===== config.mk =====
export PLATFORM = sky130hd
export DESIGN_NAME = instr_fetch_flat
export DESIGN_NICKNAME = d
export VERILOG_FILES = /design/src/rtl/instr_fetch_if.sv /design/src/rtl/instr_fetch.sv /design/src/flat_wrapper.sv
export SDC_FILE = /design/constraint.sdc
export NUM_CORES = 1
export LEC_CHECK = 0
export CAP_MARGIN = 10
export CORE_MARGIN = 2
export CORE_UTILIZATION = 25
export CTS_CLUSTER_DIAMETER = 150
export DETAILED_ROUTE_END_ITERATION = 8
export HOLD_SLACK_MARGIN = 0.03
export PLACE_DENSITY = 0.4
export SETUP_SLACK_MARGIN = 0.5
export SYNTH_ARGS = -nofsm -noshare
export SYNTH_HDL_FRONTEND = slang
export SYNTH_SLANG_ARGS = --single-unit

===== constraint.sdc =====
create_clock -name clk -period 6.8 [get_ports clk]
set_input_delay 0.68 -clock clk [delete_from_list [all_inputs] [get_ports clk]]
set_output_delay 0.68 -clock clk [all_outputs]
set_load 0.1 [all_outputs]

===== src/rtl/instr_fetch_if.sv =====
// Fetch unit bus bundle: instruction-memory request/response channel,
// decode-side instruction channel and the branch/jump redirect.
interface instr_fetch_if #(
  parameter int unsigned DATA_WIDTH = 32
);
  logic                  imem_req_valid;
  logic                  imem_req_ready;
  logic [DATA_WIDTH-1:0] imem_addr;
  logic                  imem_resp_valid;
  logic [DATA_WIDTH-1:0] imem_resp_data;
  logic                  instr_valid;
  logic                  instr_ready;
  logic [DATA_WIDTH-1:0] instr;
  logic [DATA_WIDTH-1:0] instr_pc;
  logic                  redirect;
  logic [DATA_WIDTH-1:0] redirect_pc;

  modport master (
    output imem_req_valid, imem_addr, instr_valid, instr, instr_pc,
    input  imem_req_ready, imem_resp_valid, imem_resp_data, instr_ready,
           redirect, redirect_pc
  );

  modport slave (
    input  imem_req_valid, imem_addr, instr_valid, instr, instr_pc,
    output imem_req_ready, imem_resp_valid, imem_resp_data, instr_ready,
           redirect, redirect_pc
  );
endinterface


===== src/rtl/instr_fetch.sv =====
// Instruction fetch unit: PC, single-outstanding imem requests, response buffer.
// Optional FETCH_BYPASS_EN: kept response goes straight to decode when the buffer is empty.
module instr_fetch #(
  parameter int unsigned           DATA_WIDTH = 32,
  parameter logic [DATA_WIDTH-1:0] RESET_PC   = '0,
  parameter int unsigned           BUF_DEPTH  = 2
) (
  input logic           clk,
  input logic           rst,
  instr_fetch_if.master bus
);

  // One slot beyond BUF_DEPTH lands the response of the request issued
  // while the last regular slot was being filled.
  localparam int unsigned SLOTS = BUF_DEPTH + 1;
  localparam int unsigned PTR_W = $clog2(SLOTS);
  localparam int unsigned CNT_W = $clog2(SLOTS + 1);

`ifdef FETCH_BYPASS_EN
  localparam bit BYPASS = 1'b1;
`else
  localparam bit BYPASS = 1'b0;
`endif

  typedef enum logic [1:0] {
    S_FETCH = 2'd0,
    S_WAIT  = 2'd1,
    S_DRAIN = 2'd2
  } state_t;

  typedef struct packed {
    logic [DATA_WIDTH-1:0] pc;
    logic [DATA_WIDTH-1:0] data;
  } entry_t;

  state_t                state;
  logic [DATA_WIDTH-1:0] fetch_pc;
  logic [DATA_WIDTH-1:0] pending_pc;
  entry_t                buf_mem [SLOTS];
  logic [PTR_W-1:0]      rd_ptr;
  logic [PTR_W-1:0]      wr_ptr;
  logic [CNT_W-1:0]      count;
  logic [CNT_W-1:0]      cnt_after_pop;

  logic buf_valid;
  logic resp_kept;
  logic bypass;
  logic buf_pop;
  logic push;
  logic free_slot;
  logic req_valid;
  logic req_fire;

  function automatic logic [PTR_W-1:0] ptr_next(input logic [PTR_W-1:0] p);
    return (p == PTR_W'(SLOTS - 1)) ? '0 : p + PTR_W'(1);
  endfunction

  // Handshake and buffer control
  always_comb begin
    buf_valid     = (count != '0) && !rst;
    resp_kept     = (state == S_WAIT) && bus.imem_resp_valid;
    bypass        = BYPASS && !buf_valid && resp_kept && !bus.redirect && !rst;
    buf_pop       = buf_valid && bus.instr_ready;
    push          = resp_kept && !(bypass && bus.instr_ready);
    cnt_after_pop = count - CNT_W'(buf_pop);
    free_slot     = cnt_after_pop < CNT_W'(BUF_DEPTH);
    req_valid     = !rst && !bus.redirect &&
                    ((state == S_FETCH) || resp_kept) && free_slot;
    req_fire      = req_valid && bus.imem_req_ready;
  end

  assign bus.imem_req_valid = req_valid;
  assign bus.imem_addr      = fetch_pc;

  // Decode-side outputs: buffer head, or the live response when bypassing
  always_comb begin
    bus.instr_valid = buf_valid;
    bus.instr       = buf_valid ? buf_mem[rd_ptr].data : '0;
    bus.instr_pc    = buf_valid ? buf_mem[rd_ptr].pc   : '0;
    if (bypass) begin
      bus.instr_valid = 1'b1;
      bus.instr       = bus.imem_resp_data;
      bus.instr_pc    = pending_pc;
    end
  end

  always_ff @(posedge clk) begin
    if (push) begin
      buf_mem[wr_ptr] <= '{pc: pending_pc, data: bus.imem_resp_data};
    end
  end

  // FSM, PC and buffer pointers
  always_ff @(posedge clk) begin
    if (rst) begin
      state      <= S_FETCH;
      fetch_pc   <= RESET_PC;
      pending_pc <= '0;
      rd_ptr     <= '0;
      wr_ptr     <= '0;
      count      <= '0;
    end else if (bus.redirect) begin
      fetch_pc <= bus.redirect_pc & ~DATA_WIDTH'(3);
      rd_ptr   <= '0;
      wr_ptr   <= '0;
      count    <= '0;
      // A response landing now resolves the outstanding request; otherwise drain it.
      if (bus.imem_resp_valid) begin
        state <= S_FETCH;
      end else if (state != S_FETCH) begin
        state <= S_DRAIN;
      end
    end else begin
      if (req_fire) begin
        fetch_pc   <= fetch_pc + DATA_WIDTH'(4);
        pending_pc <= fetch_pc;
      end
      case (state)
        S_FETCH: if (req_fire) state <= S_WAIT;
        S_WAIT:  if (bus.imem_resp_valid) state <= req_fire ? S_WAIT : S_FETCH;
        S_DRAIN: if (bus.imem_resp_valid) state <= S_FETCH;
        default: state <= S_FETCH;
      endcase
      if (push) begin
        wr_ptr <= ptr_next(wr_ptr);
      end
      if (buf_pop) begin
        rd_ptr <= ptr_next(rd_ptr);
      end
      count <= count + CNT_W'(push) - CNT_W'(buf_pop);
    end
  end

endmodule


===== src/flat_wrapper.sv =====
// flat-port wrapper written by rule: the top's interface ports become plain ports
module instr_fetch_flat 
#(
  parameter int unsigned           DATA_WIDTH = 32,
  parameter logic [DATA_WIDTH-1:0] RESET_PC   = '0,
  parameter int unsigned           BUF_DEPTH  = 2
)
  (clk, rst, bus_imem_req_valid, bus_imem_addr, bus_instr_valid, bus_instr, bus_instr_pc, bus_imem_req_ready, bus_imem_resp_valid, bus_imem_resp_data, bus_instr_ready, bus_redirect, bus_redirect_pc);
  instr_fetch_if #(.DATA_WIDTH(DATA_WIDTH)) bus_i ();
  input logic clk;
  input logic rst;
  output wire logic [$bits(bus_i.imem_req_valid)-1:0] bus_imem_req_valid;
  output wire logic [$bits(bus_i.imem_addr)-1:0] bus_imem_addr;
  output wire logic [$bits(bus_i.instr_valid)-1:0] bus_instr_valid;
  output wire logic [$bits(bus_i.instr)-1:0] bus_instr;
  output wire logic [$bits(bus_i.instr_pc)-1:0] bus_instr_pc;
  input wire logic [$bits(bus_i.imem_req_ready)-1:0] bus_imem_req_ready;
  input wire logic [$bits(bus_i.imem_resp_valid)-1:0] bus_imem_resp_valid;
  input wire logic [$bits(bus_i.imem_resp_data)-1:0] bus_imem_resp_data;
  input wire logic [$bits(bus_i.instr_ready)-1:0] bus_instr_ready;
  input wire logic [$bits(bus_i.redirect)-1:0] bus_redirect;
  input wire logic [$bits(bus_i.redirect_pc)-1:0] bus_redirect_pc;
  assign bus_imem_req_valid = bus_i.imem_req_valid;
  assign bus_imem_addr = bus_i.imem_addr;
  assign bus_instr_valid = bus_i.instr_valid;
  assign bus_instr = bus_i.instr;
  assign bus_instr_pc = bus_i.instr_pc;
  assign bus_i.imem_req_ready = bus_imem_req_ready;
  assign bus_i.imem_resp_valid = bus_imem_resp_valid;
  assign bus_i.imem_resp_data = bus_imem_resp_data;
  assign bus_i.instr_ready = bus_instr_ready;
  assign bus_i.redirect = bus_redirect;
  assign bus_i.redirect_pc = bus_redirect_pc;
  instr_fetch #(.DATA_WIDTH(DATA_WIDTH), .RESET_PC(RESET_PC), .BUF_DEPTH(BUF_DEPTH)) u_core (.clk(clk), .rst(rst), .bus(bus_i));
endmodule

==> flow_metrics.tcl, run 1 <==
set metrics [dict create \
    run_status "complete, no violations" \
    io_pins 168 \
    arrival_time_worst_endpoint_ps 3780 \
    r2r_setup_slack_ps 3540 \
    core.rowCount 74 \
    first_global_vias 6945 \
    distinct_cell_type_count_after_synthesis 54 \
    wire_length_of_the_first_global_routing_pass_um 41700 \
    postSynth.topFlopCell "edfxtp_1" \
    power.switching_uw 792 \
    grt_max_degree 77 \
    synth_seq_cells 256 \
    synth_top_cell_area_share 0.541 \
    count_of_flip_flops_with_a_built_in_enable_after_synthesis 186 \
    power_report.internal_total_uw 2730 \
    setup.worst_path.class "primary input to primary output" \
    grt_remaining_overflow 0 \
    ys_async_sr_fraction 0 \
    detailedRoute.firstPassIterationCount 5 \
    sequentialPowerShare 0.484 \
    dp_hpwl_um 16700 \
    finalSetupViolations 0 \
    power_density_cells_nw_per_um2 262 \
    n_antenna_cell 0 \
    ys_warns 0 \
    avgViaCountPerCell 4.46 \
    dieArea_um2 43000 \
    power.total_uw 3530 \
    max-cap-violations 0 \
    nets 1089 \
    pwr-share-comb 0.061 \
    clk_pin_slew_worst_paths_ps 60 \
    slew_viol_final 0 \
    tritoncts_clock_tree "done" \
    relSlewSlack 0.235 \
    finalWorstPathRequiredPeriod_ps 4460 \
    tritoncts.num_buffers 30 \
    synth.largest_area_cell "edfxtp_1" \
    timing.critical_path.to_type "primary output" \
    wl_per_cell_um 17.4 \
    layout-drive-gt1-share 0.0644 \
    finalWirelength_um 27300 \
    syn_area_cell_um2 11.9 \
    vdd.ir_drop.worst_uv 161 \
    gpl_wtd_cong 0.740 \
    die_x_um 207 \
    cts-hold-fix-buffers 0 \
    fill_cells 4132 \
    clock_power_share 0.455 \
    cp-start-kind "primary input" \
    area.growth.synth_to_final_pct 30.3 \
    clockBufferDepth 3 \
    hp-class "register to register" \
    detail-route-antenna-nets 0 \
    netlist_top_cells_area "edfxtp_1 54%, dfxtp_1 14%, mux2i_1 6.2%" \
    final.setup_skew_ps 8.52 \
    routed-via-count 7010 \
    report.final.hold_viol_count 0 \
    min_period_over_period 0.656 \
    clock_latency_of_the_later_clocked_register_in_the_worst_skew_pair_ps 550 \
    global_route.usage.total 0.123 \
    grt_setup_unrepaired "no" \
    ctsResizeCount 0 \
    synth-seq-area-share 0.676 \
    cts.root.buffer_cell "clkbuf_16" \
    cts.sink_count 256 \
    cts_max_level 1 \
    die_height_um 207 \
    synth.cell_area_um2 10300 \
    initial_utilization 0.253 \
    grt_antenna_before_repair 0 \
    number_of_remaining_drc_errors 0 \
    final.setup.tns_ps 0 \
    detailedRoute.firstIterationViolations 342 \
    required_ps 6120 \
    post_cts_buffers 0 \
    leakage_uw 0.00445 \
    max_freq_mhz 224 \
    design.core.area_um2 40800 \
    crit_fanout 31 \
    netlist_instances 866 \
    io_buffers 161 \
    swShare 0.225 \
    tightest_slew_ps 1140 \
]
## critical path, cell delays in order
cell and delay, ps:
clkdlybuf4s50_1 450, buf_4 340, clkinv_1 610, nand2_1 550, nor4_1 140, clkdlybuf4s50_1 990
## stage by stage
stage | cells | instance area (um2) | utilization | hold WS, ps | setup WS, ps
detailed placement | 1516 | 12500 | 0.306 | 469 | 2290
CTS | 1572 | 13500 | 0.330 | 479 | 2290
global route | 1572 | 13500 | 0.330 | 507 | 2130
global placement | 1516 | 12500 | 0.306 | 468 | 2240
finish | 1572 | 13500 | 0.330 | 480 | 2340
floorplan | 869 | 10300 | - | 443 | 759
## Yosys cell counts, types with 2 or more instances
cell type / instances
nor2_1: 144
or4_1: 5
and4_1: 6
a31oi_1: 16
buf_2: 15
nand4_1: 11
a2bb2oi_1: 2
inv_1: 7
nand4b_1: 3
xor2_1: 3
a32oi_1: 2
o21ai_0: 9
ha_1: 3
o21a_1: 2
dfxtp_1: 70
a211oi_1: 2
nand2_4: 2
xnor2_1: 2
o211ai_1: 7
nor3_1: 6
clkbuf_1: 35
mux2i_1: 64
or3_1: 6
edfxtp_1: 186
and2_1: 5
a221oi_1: 2
nor2b_1: 2
nor4_1: 3
a21oi_1: 109
nor3b_1: 2
and3_1: 3
o311ai_0: 5
nand2_1: 88
nand3_1: 15
buf_4: 5
## cells in the final DEF, fill, tap and decap left out, types with 4 or more instances in the layout
| cell | synthesis | final |
|---|---|---|
| a31oi_1 | 16 | 16 |
| conb_1 | 1 | 4 |
| buf_4 | 5 | 11 |
| nand2_1 | 88 | 88 |
| dfxtp_1 | 70 | 68 |
| clkbuf_16 | 0 | 31 |
| o21ai_0 | 9 | 9 |
| a21oi_1 | 109 | 109 |
| or3_1 | 6 | 6 |
| nand4_1 | 11 | 11 |
| inv_1 | 7 | 7 |
| nor2_1 | 144 | 144 |
| edfxtp_1 | 186 | 186 |
| clkdlybuf4s50_1 | 0 | 160 |
| o311ai_0 | 5 | 5 |
| and2_1 | 5 | 5 |
| or4_1 | 5 | 5 |
| clkbuf_1 | 35 | 15 |
| and4_1 | 6 | 6 |
| nor3_1 | 6 | 5 |
| o211ai_1 | 7 | 7 |
| nand3_1 | 15 | 14 |
| mux2i_1 | 64 | 64 |
## sequential cells by signal, indices dropped and copies added (netlist names), named ones only
| name | count |
|---|---|
| u_core.buf_mem | 186 |
| u_core.rd_ptr | 2 |
| u_core.count | 2 |
| u_core.state | 2 |
| u_core.wr_ptr | 2 |
| u_core.pending_pc | 30 |
| u_core.bus.imem_addr | 30 |
## worst paths after layout
| kind | startpoint | end | depth (start not counted) |
|---|---|---|---|
| max | bus_redirect | bus_imem_req_valid | 6 |
| min | u_core.pending_pc[10]$_SDFFE_PP0P_ | u_core.buf_mem[2][42]$_DFFE_PP_ | 0 |
| max reg2reg | u_core.count[1]$_SDFF_PP0_ | u_core.bus.imem_addr[26]$_SDFFE_PP0P_ | 10 |
| min reg2reg | u_core.pending_pc[10]$_SDFFE_PP0P_ | u_core.buf_mem[2][42]$_DFFE_PP_ | 0 |
## kinds of logic after synthesis
logic type / after synthesis / synth area share
AO/OA/AOI/OAI: 163 / 0.0897
AND/OR/NAND/NOR: 308 / 0.135
buffers and inverters: 65 / 0.0280
other: 1 / 0.000363
multiplexers: 65 / 0.0631
flip-flops: 256 / 0.676
XOR/XNOR: 5 / 0.00424
adder cells (fa/ha/maj): 3 / 0.00363
## layer usage
metal,share of wire,GRT usage
met5,0,0
met1,0.49,0.172
met3,0.053,0.0247
met4,0.020,0.0365
met2,0.44,0.194
## cell type report
type                       instances  area (um2)  area share
sequential                       256        6990       0.520
multi-input combinational        548        3100       0.230
timing repair buffer             172        1690       0.125
clock buffer                      49         873      0.0649
tap                              532         666      0.0494
clock inverter                     7         113     0.00836
inverter                           8        30.0     0.00223
## power by group through the flow
| stage | combinational, uW | sequential (uW) | clock (uW) |
|---|---|---|---|
| floorplan | 63.9 | 1800 | 0 |
| global placement | 218 | 1740 | 0 |
| detailed placement | 218 | 1740 | 0 |
| CTS | 219 | 1710 | 1670 |
| global route | 229 | 1710 | 1720 |
| finish | 217 | 1710 | 1600 |
No activity file was read; power rests on OpenSTA's default activity.
==> inputs of run 2 (changes only) <==
--- a/config.mk
+++ b/config.mk
@@ -11,7 +11,7 @@
 export CTS_CLUSTER_DIAMETER = 150
 export DETAILED_ROUTE_END_ITERATION = 8
 export HOLD_SLACK_MARGIN = 0.03
-export PLACE_DENSITY = 0.4
+export PLACE_DENSITY = 0.42
 export SETUP_SLACK_MARGIN = 0.5
 export SYNTH_ARGS = -nofsm -noshare
 export SYNTH_HDL_FRONTEND = slang
==> constraint.sdc (replaced) <==
create_clock -name clk -period 3.8 [get_ports clk]
set_input_delay 0.38 -clock clk [delete_from_list [all_inputs] [get_ports clk]]
set_output_delay 0.38 -clock clk [all_outputs]
set_load 0.1 [all_outputs]
==> flow_metrics.tcl, run 2 (synthesized netlist as in run 1, its figures left out) <==
set metrics [dict create \
    run_status "complete, no violations" \
    max-cap-violations 0 \
    cts.sink_count 256 \
    clock_power_share 0.455 \
    largest-register "u_core.buf_mem" \
    mostFrequentLayoutCells "186 x edfxtp_1, 144 x nor2_1, 109 x a21oi_1, 96 x clkdlybuf4s50_1, 87 x nand2_1" \
    detailedRoute.firstPassIterationCount 4 \
    met1_length_um 13400 \
    cts-hold-fix-buffers 0 \
    path_cells "o21ai_4, clkinvlp_4, nand2_2, inv_1, ha_1, xnor2_1, and3_1, nand2_4, or4_1, a31oi_1" \
    layout.cells.most_common "edfxtp_1" \
    wl_per_cell_um 17.3 \
    relSlewSlack 0.326 \
    tritoncts.num_buffers 30 \
    r2r.worst_path.cells 10 \
    finalInstanceArea_um2 13500 \
    power.switching_uw 1460 \
    clock_latency_of_the_later_clocked_register_in_the_worst_skew_pair_ps 560 \
    pwr-share-comb 0.063 \
    avgViaCountPerCell 4.46 \
    post_cts_buffers 0 \
    swShare 0.231 \
    r2r-end "u_core.bus.imem_addr[19]$_SDFFE_PP0P_" \
    core.rowCount 74 \
    r2r_setup_slack_ps 900 \
    final.setup_skew_ps 8.61 \
    arrival_time_worst_endpoint_ps 3390 \
    slew_viol_final 0 \
    power_density_cells_nw_per_um2 469 \
    clk_pin_slew_worst_paths_ps 60 \
    number_of_remaining_drc_errors 0 \
    cp-start-kind "register" \
    grt_antenna_before_repair 0 \
    vdd.ir_drop.worst_uv 339 \
    design.core.area_um2 40800 \
    grt_remaining_overflow 0 \
    nets 1099 \
    finalSetupViolations 0 \
    global_route.usage.total 0.127 \
    layout_setup_ws_ps 897 \
    die_x_um 207 \
    area.growth.synth_to_final_pct 30.5 \
    timing.critical_path.to_type "register" \
    finalWirelength_um 27400 \
    detail-route-antenna-nets 0 \
    pre_cts_ws_ps 666 \
    wire_length_of_the_first_global_routing_pass_um 43100 \
    setup.worst_path.class "register to register" \
    sequentialPowerShare 0.482 \
    tightest_slew_ps 1010 \
    critPathCapture "u_core.bus.imem_addr[19]$_SDFFE_PP0P_" \
    grt_max_degree 64 \
    critical-path-slowest-cell "and3_1" \
    io_buffers 161 \
    routed-via-count 7039 \
    cp-startpoint "u_core.count[1]$_SDFF_PP0_" \
    largest_reg_flops 186 \
    report.final.hold_viol_count 0 \
    leakage_uw 0.00464 \
    n_antenna_cell 0 \
    r2r-start "u_core.count[1]$_SDFF_PP0_" \
    ctsResizeCount 0 \
    first_global_vias 7225 \
    grt_setup_unrepaired "no" \
    required_ps 4280 \
    power_report.internal_total_uw 4860 \
    dp_hpwl_um 17000 \
    die_height_um 207 \
    worst_path_largest_cell_delay_ps 600 \
    layout-drive-gt1-share 0.145 \
    max_freq_mhz 344 \
    met2RoutedLength_um 12000 \
    cts.root.buffer_cell "clkbuf_16" \
    detailedRoute.firstIterationViolations 307 \
    highest-signal-layer "met4" \
    cts_max_level 1 \
    met3RoutedLength_um 1380 \
    io_pins 168 \
    tritoncts_clock_tree "done" \
    initial_utilization 0.253 \
    crit_fanout 10 \
    clockBufferDepth 3 \
    dieArea_um2 43000 \
    min_period_over_period 0.764 \
    postPlaceCellArea_um2 12500 \
    gpl_wtd_cong 0.742 \
    hp-class "primary input to register" \
    final.setup.tns_ps 0 \
    finalWorstPathRequiredPeriod_ps 2900 \
]
==> run 2: cell types whose count changed in the layout (fill, tap and decap cells not counted), sizes merged <==
cell           change
buf               +74
bufinv             -1
clkbuf            -11
clkdlybuf4s50     -64
clkinv             +6
clkinvlp           +3
==> run 2: how the worst min path moves through the flow <==
| stage | start | to | cells after the start |
|---|---|---|---|
| 4_1_cts | rst | u_core.bus.imem_addr[10]$_SDFFE_PP0P_ | 3 |
| 3_3_place_gp | u_core.pending_pc[29]$_SDFFE_PP0P_ | u_core.buf_mem[0][61]$_DFFE_PP_ | 0 |
| 6_report | rst | u_core.bus.imem_addr[10]$_SDFFE_PP0P_ | 3 |
| 5_1_grt | rst | u_core.bus.imem_addr[10]$_SDFFE_PP0P_ | 3 |
| 2_1_floorplan | u_core.pending_pc[2]$_SDFFE_PP0P_ | u_core.buf_mem[0][34]$_DFFE_PP_ | 0 |
| 3_5_place_dp | u_core.pending_pc[18]$_SDFFE_PP0P_ | u_core.buf_mem[2][50]$_DFFE_PP_ | 0 |
==> run 2: per-layer routing <==
layer	GRT usage	vias to the layer above
li1	-	3470
met1	0.182	3356
met2	0.193	180
met3	0.0250	33
met4	0.0360	0
met5	0	-
==> run 2: metrics by stage <==
stage               utilization  power [uW]  std cells  hold slack (ps)
floorplan                     -        3340        869              443
CTS                       0.330        6440       1579              108
global route              0.330        6560       1579              138
finish                    0.330        6330       1579              135
global placement          0.306        3510       1526              468
detailed placement        0.306        3510       1526              467
==> run 2: worst max-delay path: cells and delay by family, from the launching register on <==
kind | cells | cell delay, ps
compound gates | 2 | 330
flops | 1 | 350
simple gates | 4 | 1350
xor+xnor | 1 | 380
buf+inv | 2 | 170
fa+ha+maj | 1 | 210
==> run 2: power by group through the flow <==
stage          clock (uW)  sequential, uW  combinational [uW]
4_1_cts              2990            3050                 399
6_report             2880            3050                 396
3_3_place_gp            0            3110                 396
5_1_grt              3090            3060                 419
2_1_floorplan           0            3230                 116
3_5_place_dp            0            3110                 398
==> run 2: cell type report <==
type                       count  area [um2]
fill                        4159       27400
sequential                   256        6990
multi-input combinational    548        3130
timing repair buffer         182        1650
clock buffer                  38         863
tap                          532         666
clock inverter                15         134
inverter                       8        33.8
==> inputs of run 3 (changes only) <==
==> constraint.sdc (replaced) <==
create_clock -name clk -period 2.4 [get_ports clk]
set_input_delay 0.24 -clock clk [delete_from_list [all_inputs] [get_ports clk]]
set_output_delay 0.24 -clock clk [all_outputs]
set_load 0.1 [all_outputs]
==> flow_metrics.tcl, run 3 (synthesized netlist as in run 1, its figures left out) <==
set metrics [dict create \
    nets 1207 \
    initial_utilization 0.253 \
    family_with_the_most_delay_on_the_worst_path "buffers and inverters" \
    mostFrequentLayoutCells "186 x edfxtp_1, 87 x buf_12, 79 x buf_4, 77 x nor2_1, 76 x a21oi_2" \
    worst_path_largest_cell_delay_ps 350 \
    crit_fanout 2 \
    clockBufferDepth 3 \
    layout_setup_ws_ps -268 \
    wl_per_cell_um 18.8 \
    violations "negative setup slack" \
    setup.worst_path.class "register to primary output" \
    detail-route-antenna-nets 0 \
    die_height_um 207 \
    finalWirelength_um 31700 \
    postPlaceCellArea_um2 14100 \
    first_global_vias 7440 \
    critical_path.n_buffers_inverters 5 \
    max_freq_mhz 375 \
    cts.root.buffer_cell "clkbuf_16" \
    routed-via-count 7668 \
    run_status "finished with violations" \
    swShare 0.237 \
    clk_pin_slew_worst_paths_ps 60 \
    cp-start-kind "register" \
    dieArea_um2 43000 \
    final.setup_skew_ps 9.45 \
    cts_max_level 1 \
    detailedRoute.firstPassIterationCount 4 \
    cp_common_cell "buf_12" \
    max-cap-violations 0 \
    path_cells "o21ai_4, clkinvlp_4, nand2_4, inv_4, ha_4, buf_12, xor2_4, buf_6, nor4_4, buf_12" \
    clock_latency_of_the_later_clocked_register_in_the_worst_skew_pair_ps 560 \
    arrival_time_worst_endpoint_ps 2430 \
    n_antenna_cell 0 \
    timing.hold.worst.start "rst" \
    required_ps 2160 \
    power.switching_uw 2330 \
    grt_max_degree 83 \
    finalSetupViolations 20 \
    largest_reg_flops 186 \
    dp_hpwl_um 18000 \
    report.final.hold_viol_count 0 \
    finalWorstPathRequiredPeriod_ps 2670 \
    vdd.ir_drop.worst_uv 488 \
    io_pins 168 \
    sequentialPowerShare 0.491 \
    power_density_cells_nw_per_um2 578 \
    io_buffers 161 \
    min_period_over_period 1.11 \
    core.rowCount 74 \
    grt_antenna_before_repair 0 \
    hp-class "primary input to register" \
    pwr-share-comb 0.080 \
    finalInstanceArea_um2 17000 \
    tightest_slew_ps 845 \
    largest-register "u_core.buf_mem" \
    layout.cells.most_common "edfxtp_1" \
    gpl_wtd_cong 0.815 \
    number_of_remaining_drc_errors 0 \
    detailedRoute.firstIterationViolations 333 \
    r2r-start "u_core.count[1]$_SDFF_PP0_" \
    layout-drive-gt1-share 0.416 \
    global_route.usage.total 0.136 \
    critical-path-slowest-cell "dfxtp_4" \
    wire_length_of_the_first_global_routing_pass_um 46000 \
    clock_power_share 0.429 \
    fill_cells 3772 \
    die_x_um 207 \
    power_report.internal_total_uw 7490 \
    cp-startpoint "u_core.count[1]$_SDFF_PP0_" \
    tritoncts_clock_tree "done" \
    avgViaCountPerCell 4.54 \
    design.core.area_um2 40800 \
    leakage_uw 0.00579 \
    tritoncts.num_buffers 29 \
    relSlewSlack 0.436 \
    timing.critical_path.to_type "primary output" \
    cts.sink_count 256 \
    slew_viol_final 0 \
    pre_cts_ws_ps -129 \
    grt_setup_unrepaired "yes" \
    grt_remaining_overflow 0 \
    area.growth.synth_to_final_pct 64.4 \
]
==> run 3: cell types whose count changed in the layout (fill, tap and decap cells not counted), sizes merged <==
cell and change:
clkbuf +12, buf +126, clkinv +4, clkdlybuf4s50 -30, clkinvlp -2
==> run 3: worst min-delay path: stages <==
cell and delay (ps):
buf_2 100, inv_2 60, buf_4 150, o21a_1 100
==> run 3: path summary, 6_finish.rpt <==
kind                                      endpoint  slack (ps)  cells past startpoint
max                             bus_imem_req_valid        -270                     10
max reg2reg  u_core.bus.imem_addr[16]$_SDFFE_PP0P_         -70                     14
min reg2reg        u_core.buf_mem[1][42]$_DFFE_PP_         480                      0
min          u_core.bus.imem_addr[10]$_SDFFE_PP0P_         150                      4
==> run 3: what timing repair did <==
action,CTS,global route
cloned,8,14
resized for setup,103,137
hold buffers,0,0
buffers inserted,28,23
setup endpoints to repair,124,125
pin swaps,3,60
==> run 3: stage by stage <==
| stage | utilization | hold slack (ps) | instances | power [uW] | setup TNS, ps |
|---|---|---|---|---|---|
| final | 0.416 | 148 | 1689 | 9820 | -608 |
| after global routing | 0.416 | 147 | 1689 | 10100 | -4600 |
| after CTS | 0.389 | 115 | 1652 | 9870 | -954 |
| after detailed placement | 0.345 | 467 | 1562 | 5600 | -908 |
| after global placement | 0.345 | 459 | 1562 | 5600 | -1020 |
| after floorplan | - | 309 | 869 | 5300 | -97530 |
==> run 3: cell type report <==
class	count	area (um2)	area share
Timing Repair Buffer	291	4050	0.238
Sequential cell	256	7000	0.412
Tap cell	532	666	0.0392
Inverter	8	36.3	0.00214
Clock buffer	37	756	0.0445
Clock inverter	17	148	0.00869
Multi-Input combinational cell	548	4330	0.255
==> run 3: metal layers <==
layer | track usage | part of all wire | vias up
li1 | - | - | 3704
met1 | 0.190 | 0.47 | 3741
met2 | 0.221 | 0.47 | 190
met3 | 0.0219 | 0.040 | 33
met4 | 0.0303 | 0.017 | 0
met5 | 0 | 0 | -
==> run 3: power groups by stage <==
stage	logic [uW]	clock network [uW]	registers, uW
6_report	781	4210	4820
3_3_place_gp	687	0	4910
2_1_floorplan	192	0	5110
5_1_grt	820	4490	4830
3_5_place_dp	689	0	4910
4_1_cts	716	4340	4810
